`config.mk`:
```
export PLATFORM = sky130hd
export DESIGN_NAME = div47_seq_radix64
export DESIGN_NICKNAME = d
export VERILOG_FILES = /design/src/rtl/div47_seq_radix64.sv
export SDC_FILE = /design/constraint.sdc
export NUM_CORES = 1
export LEC_CHECK = 0
export CORE_MARGIN = 2
export CORE_UTILIZATION = 40
export CTS_BUF_LIST = sky130_fd_sc_hd__clkbuf_16
export DETAILED_ROUTE_END_ITERATION = 16
export PLACE_DENSITY = 0.64
export SLEW_MARGIN = 20
export SYNTH_ARGS = -nofsm -noshare
export SYNTH_HDL_FRONTEND = slang
export SYNTH_SLANG_ARGS = --single-unit
```
`constraint.sdc`:
```
create_clock -name clk -period 16.4 [get_ports clk]
set_input_delay 3.28 -clock clk [delete_from_list [all_inputs] [get_ports clk]]
set_output_delay 3.28 -clock clk [all_outputs]
set_load 0.05 [all_outputs]
```
`src/rtl/div47_seq_radix64.sv`:
```
// Sequential radix-64 divider by a constant: retires one 6-bit dividend digit per cycle, MSB first.
// Optional DIV47_SEQ_BACK_TO_BACK_EN lets a new dividend be accepted during the output handshake.
module div47_seq_radix64 #(
  parameter int unsigned WIDTH   = 48,
  parameter int unsigned DIGIT   = 6,
  parameter int unsigned DIVISOR = 47,
  parameter int unsigned RW      = 6
) (
  input  logic             clk,
  input  logic             rst_n,
  input  logic             in_valid,
  output logic             in_ready,
  input  logic [WIDTH-1:0] in_dividend,
  output logic             out_valid,
  input  logic             out_ready,
  output logic [WIDTH-1:0] out_quotient,
  output logic [RW-1:0]    out_remainder,
  output logic             busy
);

  localparam int unsigned NDIG = WIDTH / DIGIT;
  localparam int unsigned CW   = (NDIG > 1) ? $clog2(NDIG) : 1;
  localparam int unsigned TW   = RW + DIGIT;

  typedef enum logic [1:0] {StIdle, StRun, StDone} state_e;

  state_e           state_q, state_d;
  logic [WIDTH-1:0] dvd_q, dvd_d;
  logic [WIDTH-1:0] quo_q, quo_d;
  logic [RW-1:0]    rem_q, rem_d;
  logic [CW-1:0]    cnt_q, cnt_d;

  logic [DIGIT-1:0] digit;
  logic [DIGIT-1:0] qd;
  logic [TW-1:0]    t;
  logic [TW-1:0]    t_rem;
  logic [RW-1:0]    rd;
  logic             accept;

  assign digit = dvd_q[WIDTH-1 -: DIGIT];
  assign t     = {rem_q, digit};

  // Restoring compare-subtract ladder: t < DIVISOR * 2^DIGIT, so DIGIT steps give an exact qd.
  always_comb begin
    t_rem = t;
    qd    = '0;
    for (int i = DIGIT - 1; i >= 0; i--) begin
      if (t_rem >= (TW'(DIVISOR) << i)) begin
        t_rem = t_rem - (TW'(DIVISOR) << i);
        qd[i] = 1'b1;
      end
    end
    rd = t_rem[RW-1:0];
  end

`ifdef DIV47_SEQ_BACK_TO_BACK_EN
  assign in_ready = rst_n & ((state_q == StIdle) | ((state_q == StDone) & out_ready));
`else
  assign in_ready = rst_n & (state_q == StIdle);
`endif

  assign accept        = in_valid & in_ready;
  assign out_valid     = (state_q == StDone);
  assign busy          = (state_q == StRun);
  assign out_quotient  = quo_q;
  assign out_remainder = rem_q;

  always_comb begin
    state_d = state_q;
    dvd_d   = dvd_q;
    quo_d   = quo_q;
    rem_d   = rem_q;
    cnt_d   = cnt_q;
    unique case (state_q)
      StIdle: begin
        if (accept) begin
          dvd_d   = in_dividend;
          rem_d   = '0;
          cnt_d   = CW'(NDIG - 1);
          state_d = StRun;
        end
      end
      StRun: begin
        quo_d = (quo_q << DIGIT) | WIDTH'(qd);
        dvd_d = dvd_q << DIGIT;
        rem_d = rd;
        if (cnt_q == '0) begin
          state_d = StDone;
        end else begin
          cnt_d = cnt_q - CW'(1);
        end
      end
      StDone: begin
        if (out_ready) begin
          // accept can only be set here when back-to-back mode is compiled in
          if (accept) begin
            dvd_d   = in_dividend;
            rem_d   = '0;
            cnt_d   = CW'(NDIG - 1);
            state_d = StRun;
          end else begin
            state_d = StIdle;
          end
        end
      end
      default: state_d = StIdle;
    endcase
  end

  always_ff @(posedge clk or negedge rst_n) begin
    if (!rst_n) begin
      state_q <= StIdle;
      dvd_q   <= '0;
      quo_q   <= '0;
      rem_q   <= '0;
      cnt_q   <= '0;
    end else begin
      state_q <= state_d;
      dvd_q   <= dvd_d;
      quo_q   <= quo_d;
      rem_q   <= rem_d;
      cnt_q   <= cnt_d;
    end
  end

endmodule

```
==> results of run 1 <==
==> metrics by stage <==
stage	utilization (%)	cell area, um2	hold WS, ns
global placement	48.1	7560	0.459
floorplan	-	6380	0.482
global route	49.9	7850	0.491
detailed placement	48.1	7560	0.461
finish	49.9	7850	0.473
CTS	49.9	7850	0.478
==> area by class of cell <==
| type | count | area (um2) | area share, % |
|---|---|---|---|
| clock buffers | 9 | 225 | 2.87 |
| inverters | 9 | 33.8 | 0.430 |
| clock inverters | 7 | 66.3 | 0.845 |
| multi-input cells | 616 | 3470 | 44.2 |
| flip-flops and latches | 107 | 2680 | 34.1 |
| repair buffers | 112 | 1110 | 14.1 |
| well taps | 216 | 270 | 3.44 |
==> cell usage after synthesis, drive strengths merged (3+ instances only) <==
cell	instances	area, um2
and3	8	55.1
nor2b	5	31.3
a21bo	3	30.0
a41oi	3	48.8
dfrtp	107	2680
o31ai	5	52.6
a21oi	22	129
o21a	4	30.0
a211oi	4	45.1
a31oi	51	325
a22oi	3	22.5
nor2	68	270
ha	8	100
mux2	7	86.3
xnor2	11	104
nand2b	4	25.0
o21ai	29	153
nand4	4	25.0
and2	7	45.1
nor4	4	25.0
clkbuf	37	139
a21o	8	60.1
o211ai	3	27.5
nor3b	4	46.3
nor3	10	61.3
a211o	5	43.8
mux2i	8	80.1
a21boi	4	33.8
nand2	265	997
xor2	4	35.0
a311oi	3	26.3
nand3	13	70.1
nand4b	4	35.0
inv	9	33.8
buf	13	72.6
==> sequential cells by signal, indices dropped and copies added (netlist names) <==
name,count
cnt_q,3
out_quotient,48
dvd_q,48
state_q,2
out_remainder,6
==> cell families (layout without fill, tap and decap cells) <==
family / Yosys count / in the layout / synth area share (%)
simple gates: 404 / 404 / 27.5
compound gates: 174 / 174 / 20.4
flops: 107 / 107 / 42.0
buf+inv: 59 / 137 / 3.84
xor+xnor: 15 / 15 / 2.18
mux: 15 / 15 / 2.61
fa+ha+maj: 8 / 8 / 1.57
==> metal layers <==
layer / part of all wire (%) / wire length (um) / vias to the layer above / GRT usage (%)
li1: - / - / 2853 / -
met1: 49 / 7720 / 2672 / 27.7
met2: 46 / 7340 / 115 / 28.7
met3: 4.2 / 672 / 11 / 4.55
met4: 1.0 / 163 / 0 / 4.74
met5: 0 / 0 / - / 0
==> worst max-delay path, stage by stage <==
cell             delay [ns]
buf_4                  0.53
nor3b_1                0.37
clkdlybuf4s50_1        0.87
==> worst max-delay path by stage <==
stage / endpoint / slack (ns) / cells after the start
after floorplan: in_ready / 8.61 / 1
after global placement: in_ready / 8.02 / 3
after detailed placement: in_ready / 8.04 / 3
after CTS: in_ready / 8.01 / 3
after global routing: in_ready / 7.89 / 3
final: in_ready / 8.03 / 3
==> metrics.md, run 1 <==
| Metric | Value |
|---|---|
| CTS Buffer Depth | 2 |
| Worst-Skew Late Latency | 0.35 ns |
| Run status | completed |
| HPWL Detailed | 11,000 um |
| Transition time at the pin with the least slew margin | around 0.93 ns |
| Endpoints failing hold | 0 |
| Synth warn | 0 |
| Clock tree from TritonCTS | built |
| CP arrival | 5.09 ns |
| Final number of max-transition violations | 0 |
| Area growth from synthesis to layout | 23.0% |
| Horizontal extent of the die | 130 um |
| Critical Path End Type | primary output |
| Number of global-route vias before repair | 5,270 |
| I/O Buffers | 108 |
| Height of the chip | about 130 um |
| Number of I/O pins | approximately 110 |
| Clk Tree Root Cell | clkbuf_16 |
| Total nets after synthesis | 842 |
| Mapped Area | ~0.0064 mm2 |
| Worst Min Path Start | out_quotient[44] |
| Starting density of the core | 40.6% |
| Seq/Total Area, Yosys | a little over two fifths |
| Cell depth of the worst min-delay path | 2 |
| Floorplan core area | 0.0157 mm2 |
| Antenna diode count | 0 |
| Crit. Startpoint | rst_n |
| Count of standard-cell rows | 46 |
| Final non-filler cell total | between 1,000 and 1,500 |
| Post-synthesis average cell area | around 8.2 um2 |
| Count of fill cells added during filler insertion | 1,532 |
| Maximum fanout encountered on the critical timing path | 52 |
| Register bit total from synthesis | 107 |
| Highest Clock Rate | roughly 0.12 GHz |
| Clock-pin slew on the worst setup and hold paths | 0.06 ns |
| Routed via count divided by cell count | 5.25 |
| Required time of the critical path | 13.12 ns |
| Count of TritonRoute iterations in the first routing pass | 5 |
| Total setup buffers inserted after CTS | 0 |
| Global-route wire length before repair | 25,800 um |
| Final weighted congestion in routability-driven placement | 0.865 |
| Synth Instances | 782 |
| Congestion Overflow GR | 0 |
| Worst r2r dst | out_remainder[1] |
| Kind of path behind the tightest hold check | flip-flop to flip-flop |
| Final setup slack of the worst path | approximately 8.0 ns |
| CTS buffer count | 9 |
| Number of library cell types mapped by synthesis | 86 |
| R2R cell count | 28 |
| Total setup violations reported at the end of the flow | 0 |
| Number of synthesized flops with an enable pin | 0 |
| Total track usage | 19.1% |
| Largest net degree at the start of global routing | 83 |
| Most frequent standard cell in the layout excluding fill and tap cells | nand2_1 |
| Headroom to the max-slew limit | 37.7% |
| Remaining DRCs | 0 |
| Number of placed instances, taps included | 1,060 |
| # Max-Cap Violations | 0 |
| Worst Hold Endpoint | out_quotient[44] |
| Worst clock skew on the final layout | roughly 0.008 ns |
| Number of antenna violations at the first check in global routing | 0 |
| Level count of the clock H-tree | 3 |
| Number of buffers added to fix hold violations after cts | 0 |
| Total negative slack | 0 ns |
| Die footprint | between 0.015 and 0.02 mm2 |
| Wirelength, routed | 15,900 um |
| Vias | 5,651 |
| Category of the worst setup path launch point | primary input |
| Number of nets at the end of the flow | 915 |
| Wire length per cell after detailed routing | 14.8 um |
| Residual antenna-violating net count after detailed routing | 0 |
| RSZ-0062 raised after global routing | false |
| Commonest cells after routing, fill and taps aside | 264 x nand2_1, 107 x dfrtp_1, 107 x clkdlybuf4s50_1 |
| R2R setup slack | 9.13 ns |
| TritonCTS sink count | 107 |
| Main synth FF type | dfrtp_1 |
| Asr flop ratio synth | 100% |
| Type of the setup path with the least slack | primary input to primary output |
| Post-layout min period | 8.37 ns |
| Share of the clock period used by the worst path after layout | 51.0% |
| Number of violations reported at the end of detailed-routing iteration 0 | around 370 |
| Quantity of gates resized following cts | 0 |
| Pre-CTS setup slack | 8.04 ns |
| Fraction of final layout cells sized beyond drive strength 1 | ~8% |
| Launching point of the worst reg2reg path | dvd_q[47] |
Power of run 1 is not shown: default switching activity piles up to over one toggle a cycle in this logic, so the estimate is an artifact.
==> run 2, diff against run 1 <==
- PLACE_DENSITY: 0.64 -> 0.66
- clock period: 16.4 -> 7.3 ns (I/O delays scaled with it)
==> run 2 against run 1 <==
  * Design area rose by 1.4%
  * Sequential share of layout area fell by 0.45 points
  * Worst setup slack got worse by 7.4 ns
  * Hold slack got worse by 0.0013 ns
  * Global-route usage rose by 0.34 points
  * Count of clock-buffer cells in the layout did not move
  * Cell count rose by 1.2%
  * Critical path depth rose by 26
==> metrics.md, run 2 (same netlist as run 1, synthesis figures left out) <==
| Metric | Value |
|---|---|
| Run status | completed |
| Category of the worst setup path launch point | flip-flop |
| # Max-Cap Violations | 0 (unchanged) |
| Horizontal extent of the die | 130 um (unchanged) |
| Kind of path behind the tightest hold check | flip-flop to flip-flop |
| Wire length on met3 | 883 um (+31%) |
| Count of fill cells added during filler insertion | 1,494 (-2.5%) |
| Count of TritonRoute iterations in the first routing pass | 5 (unchanged) |
| Clock-pin slew on the worst setup and hold paths | 0.07 ns (about the same) |
| Area growth from synthesis to layout | 24.7% |
| Total track usage | 19.4% (+0.34 points) |
| Number of violations reported at the end of detailed-routing iteration 0 | 366 (-2.1%) |
| Count of standard-cell rows | 46 (unchanged) |
| HPWL Detailed | 11,500 um (+4.0%) |
| Critical Path Max Stage Delay | 0.50 ns (-0.37 ns) |
| Top layer reached by signal wires | met4 |
| Standard cell with the maximum stage delay on the critical path | dfrtp_2 |
| Die footprint | 0.0170 mm2 (unchanged) |
| Critical Path End Type | flip-flop |
| Most frequent standard cell in the layout excluding fill and tap cells | nand2_1 |
| Final number of max-transition violations | 0 (unchanged) |
| I/O Buffers | 108 (unchanged) |
| Number of nets at the end of the flow | 928 (+1.4%) |
| Final setup slack of the worst path | 0.610 ns (-7.42 ns) |
| Highest Clock Rate | about 0.15 GHz |
| Non-Filler Cell Area, Final | 0.00796 mm2 (+1.4%) |
| RSZ-0062 raised after global routing | false |
| Global-route wire length before repair | 26,500 um (+2.6%) |
| Total setup violations reported at the end of the flow | 0 (unchanged) |
| Routed via count divided by cell count | 5.34 (+1.7%) |
| CTS Buffer Depth | 2 (unchanged) |
| CTS buffer count | 9 (unchanged) |
| Share of the clock period used by the worst path after layout | 91.6% |
| Type of the setup path with the least slack | flip-flop to flip-flop |
| Starting density of the core | 40.6% (unchanged) |
| Number of antenna violations at the first check in global routing | 0 (unchanged) |
| Worst-Skew Late Latency | 0.36 ns (about the same) |
| Height of the chip | 130 um (unchanged) |
| Cell mode on critical path | ha_1 |
| Fraction of final layout cells sized beyond drive strength 1 | 9.74% (+1.7 points) |
| Wire length on met2 | 7460 um (+1.6%) |
| Headroom to the max-slew limit | 45.1% (+7.4 points) |
| Wire length per cell after detailed routing | 15.0 um (+1.7%) |
| Wirelength, routed | 16,400 um (+2.9%) |
| Detailed-routing wirelength on met1 | 7760 um (+0.56%) |
| Pre-CTS setup slack | 0.336 ns (-7.70 ns) |
| Level count of the clock H-tree | 3 (unchanged) |
| Congestion Overflow GR | 0 (unchanged) |
| Post-detailed-placement cell area | 0.00762 mm2 (+0.89%) |
| Endpoints failing hold | 0 (unchanged) |
| Worst clock skew on the final layout | 0.0106 ns (+0.00272 ns) |
| Post-layout min period | 6.69 ns |
| TritonCTS sink count | 107 (unchanged) |
| Commonest cells after routing, fill and taps aside | 264 x nand2_1, 107 x clkdlybuf4s50_1, 106 x dfrtp_1 |
| Floorplan core area | 0.0157 mm2 (unchanged) |
| Number of I/O pins | 109 (unchanged) |
| Largest net degree at the start of global routing | 78 (-6.0%) |
| Maximum fanout encountered on the critical timing path | 14 (-73%) |
| Antenna diode count | 0 (unchanged) |
| Clk Tree Root Cell | clkbuf_16 |
| Clock tree from TritonCTS | built |
| Number of global-route vias before repair | 5,212 (-1.1%) |
| Residual antenna-violating net count after detailed routing | 0 (unchanged) |
| Total negative slack | 0 ns (unchanged) |
| Transition time at the pin with the least slew margin | 0.824 ns (-0.111 ns) |
| Final weighted congestion in routability-driven placement | 0.866 (+0.12%) |
| Required time of the critical path | 7.51 ns (-5.61 ns) |
| CP arrival | 6.90 ns (+1.81 ns) |
| Number of buffers added to fix hold violations after cts | 0 (unchanged) |
| Vias | 5,816 (+2.9%) |
| Remaining DRCs | 0 (unchanged) |
==> run 2: cell types whose count changed in the layout (fill, tap and decap cells not counted), sizes merged <==
cell,before,now
bufinv,1,0
buf,5,18
inv,12,11
clkinv,3,4
clkinvlp,0,1
==> run 2: timing repair <==
action / CTS / global route
endpoints found under the setup margin: 0 / 7
setup buffers: 0 / 4
resized for setup: 0 / 2
==> run 2: metal layers <==
| metal | vias up | track usage [%] |
|---|---|---|
| li1 | 2880 | - |
| met1 | 2750 | 28.5 |
| met2 | 169 | 28.7 |
| met3 | 17 | 4.47 |
| met4 | 0 | 5.50 |
| met5 | - | 0 |
==> run 2: critical path: cells and delay by family, from the launching register on <==
family | cells | cell delay (ns)
AND/OR/NAND/NOR | 9 | 1.70
multiplexers | 1 | 0.31
XOR/XNOR | 2 | 0.39
AO/OA/AOI/OAI | 13 | 2.68
adder cells (fa/ha/maj) | 3 | 0.81
buffers and inverters | 1 | 0.16
flip-flops | 1 | 0.50
==> run 2: path summary, 6_finish.rpt <==
check | from | end | slack (ns) | cells after the start
worst min-delay path | out_quotient[45] | out_quotient[45] | 0.47 | 2
max in group asynchronous | rst_n | dvd_q[43] | 4.89 | 3
worst max register to register | dvd_q[47] | out_remainder[1] | 0.61 | 29
min in group asynchronous | rst_n | out_quotient[40] | 0.97 | 1
worst max-delay path | dvd_q[47] | out_remainder[1] | 0.61 | 29
worst min register to register | out_quotient[45] | out_quotient[45] | 0.47 | 2
==> run 2: layout make-up <==
class                      instances  area (um2)  area share (%)
multi-input combinational        616        3470            43.6
sequential                       107        2680            33.7
timing repair buffer             125        1220            15.3
tap                              216         270            3.40
clock buffer                       9         225            2.83
clock inverter                     7        61.3           0.771
inverter                           9        33.8           0.425
==> run 2: metrics by stage <==
stage,instances,hold WS [ns],util [%]
6_report,1089,0.472,50.6
4_1_cts,1085,0.479,50.3
2_1_floorplan,782,0.482,-
3_3_place_gp,1069,0.458,48.5
5_1_grt,1089,0.512,50.6
3_5_place_dp,1069,0.463,48.5
Power of run 2 is left out for the same reason.
==> run 3, diff against run 2 <==
- ABC_AREA: default -> 1
- CORE_MARGIN: 2 -> 4
- CTS_CLUSTER_SIZE: default -> 25
==> run 3 against run 2 <==
  * Design area is 1.2% higher
  * Worst setup slack better by 1.1 ns
  * Count of clock-buffer cells in the layout stayed put
  * Synthesized cell count is 11% higher
  * Flip-flop and latch count stayed put
  * Routed wire length is 4.1% lower
  * Non-clock buffer count is 12 lower
  * Hold slack better by 0.0048 ns
  * Die area is 8.0% higher
  * Global-route usage is 1.4 points lower
==> metrics.md, run 3 <==
| Metric | Value |
|---|---|
| Routed via count divided by cell count | 4.81 (-9.9%) |
| Commonest cells post-synth | 285 x nand2_1, 111 x inv_1, 107 x dfrtp_1 |
| Floorplan core area | 0.0159 mm2 (+1.1%) |
| Total setup violations reported at the end of the flow | 0 (unchanged) |
| Biggest area consumer among synthesized cells | dfrtp_1 |
| Xor/xnor share of the synthesized area | 2.02% (-0.15 points) |
| Critical Path End Type | flip-flop |
| Highest Clock Rate | 0.178 GHz (+19%) |
| Horizontal extent of the die | 135 um (+3.9%) |
| TritonCTS sink count | 107 (unchanged) |
| Seq/Total Area, Yosys | 41.2% (-0.73 points) |
| Number of library cell types mapped by synthesis | 41 (-52%) |
| Level count of the clock H-tree | 3 (unchanged) |
| Endpoints failing hold | 0 (unchanged) |
| Wire length per cell after detailed routing | 13.3 um (-11%) |
| Most frequent standard cell in the layout excluding fill and tap cells | nand2_1 |
| Share of the clock period used by the worst path after layout | 77.1% (-15 points) |
| Number of synthesized flops with an enable pin | 0 (unchanged) |
| Mapped Area | 0.00649 mm2 (+1.8%) |
| Headroom to the max-slew limit | 46.5% (+1.4 points) |
| Total track usage | 18.0% (-1.4 points) |
| Asr flop ratio synth | 100% (unchanged) |
| Compound-Gate Fraction of Synth Area | 13.3% (-7.0 points) |
| Congestion Overflow GR | 0 (unchanged) |
| CTS Buffer Depth | 2 (unchanged) |
| Basic-gate share of the synthesized area counting and, or, nand and nor cells | 32.8% (+5.4 points) |
| Count of fill cells added during filler insertion | 1,584 (+6.0%) |
| Count of TritonRoute iterations in the first routing pass | 5 (unchanged) |
| Fraction of final layout cells sized beyond drive strength 1 | 10.2% (+0.45 points) |
| Height of the chip | 135 um (+3.9%) |
| Type of the setup path with the least slack | flip-flop to flip-flop |
| Number of nets at the end of the flow | 1,017 (+9.6%) |
| Starting density of the core | 40.9% (+0.27 points) |
| Non-Filler Cell Area, Final | 0.00805 mm2 (+1.2%) |
| Number of violations reported at the end of detailed-routing iteration 0 | 388 (+6.0%) |
| Synth warn | 0 (unchanged) |
| Fraction of the mapped netlist area in adder cells | 1.54% (-0.027 points) |
| Category of the worst setup path launch point | flip-flop |
| Clock tree from TritonCTS | built |
| Commonest cells after routing, fill and taps aside | 284 x nand2_1, 110 x inv_1, 107 x dfrtp_1, 107 x clkdlybuf4s50_1, 77 x o21ai_0 |
| Antenna diode count | 0 (unchanged) |
| Number of buffers added to fix hold violations after cts | 0 (unchanged) |
| Number of placed instances, taps included | 1,162 (+8.7%) |
| Share of synthesized area spent on multiplexers | 0% (-2.6 points) |
| Transition time at the pin with the least slew margin | 0.802 ns (-0.0217 ns) |
| Total negative slack | 0 ns (unchanged) |
| Clk Tree Root Cell | clkbuf_16 |
| Maximum fanout encountered on the critical timing path | 13 (-1) |
| Final non-filler cell total | 1,178 (+8.2%) |
| Die footprint | 0.0183 mm2 (+8.0%) |
| Post-synthesis average cell area | 7.50 um2 (-8.1%) |
| Area growth from synthesis to layout | 24.1% |
| RSZ-0062 raised after global routing | false |
| Residual antenna-violating net count after detailed routing | 0 (unchanged) |
| Run status | completed |
| HPWL Detailed | 11,400 um (-0.33%) |
| Clock-pin slew on the worst setup and hold paths | 0.08 ns (about the same) |
| Standard cell with the maximum stage delay on the critical path | dfrtp_1 |
| Final weighted congestion in routability-driven placement | 0.864 (-0.15%) |
| Cell mode on critical path | nand2_1 |
| Main synth FF type | dfrtp_1 |
| Worst-Skew Late Latency | 0.34 ns (-0.02 ns) |
| Post-layout min period | 5.63 ns (-1.06 ns) |
| Critical Path Max Stage Delay | 0.47 ns (-0.03 ns) |
| Kind of path behind the tightest hold check | flip-flop to flip-flop |
| Remaining DRCs | 0 (unchanged) |
| Quantity of gates resized following cts | 0 (unchanged) |
| Top-area cell type share of the netlist area | 41.2% (-0.73 points) |
| Global-route wire length before repair | 27,000 um (+1.8%) |
| I/O Buffers | 108 (unchanged) |
| Number of global-route vias before repair | 5,623 (+7.9%) |
| Vias | 5,666 (-2.6%) |
| Library cell with the highest instance count after synthesis | nand2_1 |
| Top cells by area in the synthesized netlist | dfrtp_1 41%, nand2_1 16%, inv_1 6.4%, o21ai_0 5.9%, nand3_1 5.1% |
| Largest net degree at the start of global routing | 98 (+26%) |
| Number of antenna violations at the first check in global routing | 0 (unchanged) |
| CP arrival | 5.86 ns (-1.04 ns) |
| Combinational family with the most area after synthesis | simple AND/OR/NAND/NOR gates |
| Register bit total from synthesis | 107 (unchanged) |
| # Max-Cap Violations | 0 (unchanged) |
| Required time of the critical path | 7.53 ns (+0.02 ns) |
| Post-detailed-placement cell area | 0.00774 mm2 (+1.6%) |
| Worst clock skew on the final layout | 0.00641 ns (-0.00421 ns) |
| Wirelength, routed | 15,700 um (-4.1%) |
| Final number of max-transition violations | 0 (unchanged) |
| Total setup buffers inserted after CTS | 0 (unchanged) |
| CTS buffer count | 9 (unchanged) |
| Number of I/O pins | 109 (unchanged) |
| Synth Instances | 866 (+11%) |
| Total nets after synthesis | 926 (+10%) |
| Count of standard-cell rows | 46 (unchanged) |
## run 3: worst paths after layout
check | depth (start not counted) | end | startpoint | slack, ns
max reg2reg | 41 | out_remainder[5] | out_remainder[3] | 1.67
max | 41 | out_remainder[5] | out_remainder[3] | 1.67
min in group asynchronous | 1 | out_quotient[9] | rst_n | 1.12
min | 2 | out_quotient[43] | out_quotient[43] | 0.48
min reg2reg | 2 | out_quotient[43] | out_quotient[43] | 0.48
max in group asynchronous | 2 | out_quotient[13] | rst_n | 4.93
## run 3: final cells by class
| cell class | count | area, um2 | area share [%] |
|---|---|---|---|
| Clock buffer | 9 | 225 | 2.80 |
| Inverter | 118 | 443 | 5.50 |
| Multi-Input combinational cell | 608 | 3240 | 40.2 |
| Sequential cell | 107 | 2680 | 33.2 |
| Tap cell | 216 | 270 | 3.36 |
| Timing Repair Buffer | 113 | 1120 | 13.9 |
| Clock inverter | 7 | 83.8 | 1.04 |
## run 3: through the flow
| step | utilization [%] | setup WS [ns] | hold WS [ns] |
|---|---|---|---|
| 2_1_floorplan | - | 2.09 | 0.504 |
| 3_3_place_gp | 48.8 | 1.94 | 0.455 |
| 3_5_place_dp | 48.8 | 1.74 | 0.460 |
| 4_1_cts | 50.7 | 1.69 | 0.479 |
| 5_1_grt | 50.7 | 0.999 | 0.512 |
| 6_report | 50.7 | 1.67 | 0.477 |
## run 3: logic make-up (layout without fill, tap and decap cells)
logic type	count (synthesis)	after routing
xor gates and xnor gates	12	12
adders and majority gates	8	8
AOI/OAI and AO/OA	138	138
buffers and inverters	151	247
and+or+nand+nor	450	450
DFF	107	107
## run 3: metal layers
metal	up-vias	GRT usage, %	share of wire [%]
li1	2946	-	-
met1	2593	23.8	46
met2	112	29.3	47
met3	15	4.49	6.2
met4	0	5.15	1.2
met5	-	0	0
## run 3: critical path: cells and delay by family (launching register included)
kind / cells / cell delay (ns)
simple gates: 33 / 3.84
fa+ha+maj: 3 / 0.60
flops: 1 / 0.47
compound gates: 1 / 0.23
xor+xnor: 1 / 0.21
buf+inv: 3 / 0.17
Power of run 3 is left out for the same reason.
